===== src/rtl/rx_word_packer.sv =====
`default_nettype none
// ============================================================================
// rx_word_packer : packs UART receive bytes into words on a valid/ready output
// Rev 1.0
// ============================================================================
module rx_word_packer #(
  parameter int BYTES_PER_WORD = 4,
  parameter bit MSB_FIRST      = 1'b1,
  parameter int TIMEOUT_CYCLES = 0
) (
  input  logic                                  i_Clock,
  input  logic                                  i_Rst_n,
  input  logic                                  i_Rx_DV,
  input  logic [7:0]                            i_Rx_Byte,
  input  logic                                  i_Flush,
  output logic [8*BYTES_PER_WORD-1:0]           o_Word,
  output logic                                  o_Word_Valid,
  input  logic                                  i_Word_Ready,
  output logic [$clog2(BYTES_PER_WORD+1)-1:0]   o_Byte_Count,
  output logic                                  o_Overflow,
  output logic                                  o_Timeout
);

  localparam int c_N    = BYTES_PER_WORD;
  localparam int c_W    = 8 * c_N;
  localparam int c_CW   = $clog2(c_N + 1);
  localparam int c_TLIM = (TIMEOUT_CYCLES > 0) ? TIMEOUT_CYCLES - 1 : 0;
  localparam int c_TW   = (c_TLIM > 0) ? $clog2(c_TLIM + 1) : 1;

  typedef enum logic [0:0] {
    ACCUM   = 1'b0,
    PENDING = 1'b1
  } state_t;

  state_t            r_state;
  logic [c_W-1:0]    r_accum;
  logic [c_W-1:0]    r_word;
  logic              r_valid;
  logic [c_CW-1:0]   r_count;
  logic [c_TW-1:0]   r_tcnt;
  logic              r_overflow;
  logic              r_timeout;

  logic [c_CW-1:0]   w_pos;
  logic [c_W-1:0]    w_ins_word;
  logic              w_expire;

  // A byte arriving on the pending-transfer edge starts the next word at lane 0.
  always_comb begin
    w_pos      = (r_state == PENDING) ? '0 : r_count;
    w_ins_word = r_accum;
    for (int k = 0; k < c_N; k++) begin
      if (w_pos == c_CW'(k)) begin
        w_ins_word[8*(MSB_FIRST ? (c_N-1-k) : k) +: 8] = i_Rx_Byte;
      end
    end
  end

  assign w_expire = (TIMEOUT_CYCLES > 0) && (r_state == ACCUM) && (r_count != '0) &&
                    !i_Rx_DV && (r_tcnt == c_TW'(c_TLIM));

  always_ff @(posedge i_Clock or negedge i_Rst_n) begin
    if (!i_Rst_n) begin
      r_state    <= ACCUM;
      r_accum    <= '0;
      r_word     <= '0;
      r_valid    <= 1'b0;
      r_count    <= '0;
      r_tcnt     <= '0;
      r_overflow <= 1'b0;
      r_timeout  <= 1'b0;
    end else begin
      r_overflow <= 1'b0;
      r_timeout  <= 1'b0;
      if (r_valid && i_Word_Ready) begin
        r_valid <= 1'b0;
      end

      case (r_state)
        ACCUM: begin
          if (i_Flush) begin
            r_count <= '0;
            r_tcnt  <= '0;
          end else if (w_expire) begin
            r_count   <= '0;
            r_tcnt    <= '0;
            r_timeout <= 1'b1;
          end else if (i_Rx_DV) begin
            r_tcnt <= '0;
            if (r_count == c_CW'(c_N - 1)) begin
              if (!r_valid || i_Word_Ready) begin
                r_word  <= w_ins_word;
                r_valid <= 1'b1;
                r_count <= '0;
              end else begin
                r_accum <= w_ins_word;
                r_count <= c_CW'(c_N);
                r_state <= PENDING;
              end
            end else begin
              r_accum <= w_ins_word;
              r_count <= r_count + c_CW'(1);
            end
          end else if ((TIMEOUT_CYCLES > 0) && (r_count != '0)) begin
            r_tcnt <= r_tcnt + c_TW'(1);
          end else begin
            r_tcnt <= '0;
          end
        end

        PENDING: begin
          if (r_valid && i_Word_Ready) begin
            r_word  <= r_accum;
            r_valid <= 1'b1;
            r_state <= ACCUM;
            r_tcnt  <= '0;
            if (i_Rx_DV) begin
              r_accum <= w_ins_word;
              r_count <= c_CW'(1);
            end else begin
              r_count <= '0;
            end
          end else if (i_Rx_DV) begin
            r_overflow <= 1'b1;
          end
        end

        default: r_state <= ACCUM;
      endcase
    end
  end

  assign o_Word       = r_word;
  assign o_Word_Valid = r_valid;
  assign o_Byte_Count = r_count;
  assign o_Overflow   = r_overflow;
  assign o_Timeout    = r_timeout;

endmodule
`default_nettype wire


===== config.mk =====
export PLATFORM = sky130hd
export DESIGN_NAME = rx_word_packer
export DESIGN_NICKNAME = d
export VERILOG_FILES = /design/src/rtl/rx_word_packer.sv
export SDC_FILE = /design/constraint.sdc
export NUM_CORES = 1
export LEC_CHECK = 0
export ABC_CLOCK_PERIOD_IN_PS = 4000
export CAP_MARGIN = 5
export CORE_MARGIN = 10
export CORE_UTILIZATION = 45
export CTS_BUF_LIST = sky130_fd_sc_hd__clkbuf_4
export DETAILED_ROUTE_END_ITERATION = 16
export DONT_BUFFER_PORTS = 1
export MAX_ROUTING_LAYER = met4
export PLACE_DENSITY = 0.71
export SYNTH_ARGS = -nofsm -noshare
export SYNTH_HDL_FRONTEND = slang
export SYNTH_SLANG_ARGS = --single-unit

===== constraint.sdc =====
create_clock -name i_Clock -period 4 [get_ports i_Clock]
set_input_delay 0.8 -clock i_Clock [delete_from_list [all_inputs] [get_ports i_Clock]]
set_output_delay 0.8 -clock i_Clock [all_outputs]
set_load 0.1 [all_outputs]

==> summary.txt <==
Final hold violation count: 0
Syn Nets: 263
Status: finished clean
Clock skew: 0.00689 ns
Largest net degree at the start of global routing: 71
# resized after CTS: 0
Yosys cell types: 34
Initial antenna violation count: 0
Fmax: 455 MHz
DRC Markers: 0
Lkg Pwr: 1.47 nW
Initial Utilization: 47.2%
CTS clk-pin slew, worst paths: 0.10 ns
DRT met1 WL: 2820 µm
Slew margin rel.: 36.6%
Final setup fails: 0
P&R area growth vs syn: 7.39%
Die Ht: 102 µm
Post-route minimum period: 2.20 ns
CTS buffer count: 9
Maximum vdd drop: 0.314 mV
First-pass GRT wire length: 10100 µm
Worst-skew pair later-pin latency: 0.40 ns
Mapped Cells: 249
Final antenna-violating net count: 0
Post-DP HPWL: 4320 µm
Synth Warn #: 0
Vias in the first global route: 1901
Crit path largest cell delay: 0.37 ns
Maximum clock insertion buffer count: 2
#FFs+latches synth: 70
Clock root cell: clkbuf_4
Post-synth top cells: dfrtp_1, o21ai_0, nand2_1, mux2i_1, mux2_2
Sequential area share after synthesis: 57.5%
Crit Path Class: reg2reg
Post-synth EDFFs: 0
CP max stage cell: dfrtp_1
Routed wire per std cell: 18.6 µm
Die area: 0.0105 mm²
Final GP Congestion: 0.770
Crit path cell chain: buf_4 -> ha_1 -> nor2b_1 -> a211o_1 -> a21oi_4 -> mux2_2
Pwr dens: 557 mW/mm²
Worst Tran Pin Value: 0.951 ns
Max_cap viols: 0
IO Port Bufs: 0
Ports: 51
Unrepaired setup endpoints after global routing: false
Rows: 29
Routed wl met3: 575 µm
CP endpoint kind: flop
Gr ovfl total: 0
Main synth FF type: dfrtp_1
Core area: 0.00646 mm²
Setup TNS: 0 ns
Critical-path maximum fanout: 8
DRT Pass-1 Iters: 4
Required time of the critical path: 4.29 ns
Hold_buf cts: 0
Min Hold Slack: 0.0818 ns
Routed wire length: 6250 µm
Final #Nets: 270
Top cell type by total area after synthesis: dfrtp_1
DR iter-0 viols: 69
Avg Inst Size Synth: 12.2 µm²
H-tree level count: 3
Via-per-instance ratio: 5.52
Via Count: 1855
Max Slew Vio Count: 0
Post-CTS Setup Inserts: 0
Max layer used: met4
CTS tree: built
Crit path DAT: 2.49 ns
Mapped cell area: 0.00305 mm²
Clk sink count: 70
Die width: 102 µm
Share of layout cells above drive strength 1: 23.9%
Ys async rst share: 100%
Top cell type's share of synthesized area: 57.5%
Diodes inserted: 0
GRT Overall Usage: 13.2%
Top-count cell post-synth: dfrtp_1
Startpoint Class: flop
FF-to-FF setup slack: 1.80 ns
Fillers: 576
Final critical-path share of the clock period: 54.9%
Wire length on met2: 2760 µm
Hold Path Class: in2async
Top post-synthesis cells by area: dfrtp_1, mux2_2, mux2i_1
==> stage by stage <==
| stage | instances | util [%] | power (W) | cell area (µm²) | worst slack, ns |
|---|---|---|---|---|---|
| 2_1_floorplan | 249 | - | 0.00142 | 3050 | 1.58 |
| 3_3_place_gp | 322 | 49.2 | 0.00147 | 3180 | 1.84 |
| 3_5_place_dp | 322 | 49.2 | 0.00149 | 3180 | 1.80 |
| 4_1_cts | 336 | 50.7 | 0.00184 | 3270 | 1.78 |
| 5_1_grt | 336 | 50.7 | 0.00191 | 3270 | 1.67 |
| 6_report | 336 | 50.7 | 0.00182 | 3270 | 1.80 |
==> cells in the final DEF (no fill, tap or decap), drive strengths merged <==
cell type | netlist | routed
dfrtp | 70 | 70
o21ai | 37 | 37
nand2 | 37 | 37
mux2i | 32 | 32
mux2 | 32 | 32
clkbuf | 4 | 11
buf | 8 | 8
a21oi | 5 | 5
nor2 | 3 | 3
clkinv | 0 | 3
nand2b | 2 | 2
nor4b | 2 | 2
or3b | 1 | 1
inv | 1 | 1
nor2b | 1 | 1
nor3b | 1 | 1
nand3 | 1 | 1
o21a | 1 | 1
a32o | 1 | 1
o41ai | 1 | 1
a22o | 1 | 1
nor4bb | 1 | 1
a211o | 1 | 1
nor3 | 1 | 1
and3 | 1 | 1
a31oi | 1 | 1
nor4 | 1 | 1
ha | 1 | 1
conb | 1 | 1
==> kinds of logic after synthesis <==
logic type      Yosys count  share of synthesized area (%)
compound gates           48                           9.04
fa+ha+maj                 1                          0.411
buf+inv                  13                           2.14
flops                    70                           57.5
mux                      64                           22.3
other cells               1                          0.123
simple gates             52                           8.46
==> layout make-up <==
class,count,area (µm²),area share (%)
well taps,77,96.3,2.94
inverters,1,3.75,0.115
repair buffers,8,60.1,1.84
clock inverters,3,13.8,0.421
clock buffers,11,82.6,2.52
multi-input cells,166,1260,38.6
flip-flops and latches,70,1750,53.5
==> critical path: cells and delay by family, from the launching register on <==
family          cells  cell delay (ns)
flops               1             0.37
mux                 1             0.37
simple gates        1             0.20
compound gates      2             0.63
buf+inv             1             0.25
fa+ha+maj           1             0.26
==> power breakdown <==
part	internal (W)	switching, W	leakage [nW]
clock network	0.000132	0.000226	0.0600
logic	0.000135	0.000108	0.486
registers	0.000832	0.000389	0.923
total	0.00110	0.000724	1.47
==> routing by layer <==
metal	GRT usage, %	vias to the layer above
met4	6.72	0
met5	-	-
li1	-	903
met1	16.3	892
met3	5.53	8
met2	17.9	52
==> worst paths after layout <==
kind / depth (start not counted) / endpoint / start
max: 6 / r_accum[25] / o_Byte_Count[1]
min: 0 / r_accum[17] / i_Rst_n
max reg2reg: 6 / r_accum[25] / o_Byte_Count[1]
min reg2reg: 1 / r_accum[14] / r_accum[14]
max in group asynchronous: 0 / o_Word[26] / i_Rst_n
min in group i_Clock: 1 / r_state / i_Word_Ready
==> sequential cells by signal, indices dropped and copies added (netlist names) <==
signal and flops:
r_state 1, o_Word 32, o_Byte_Count 3, o_Overflow 1
o_Word_Valid 1, r_accum 32
(Power assumes the default switching activity.)
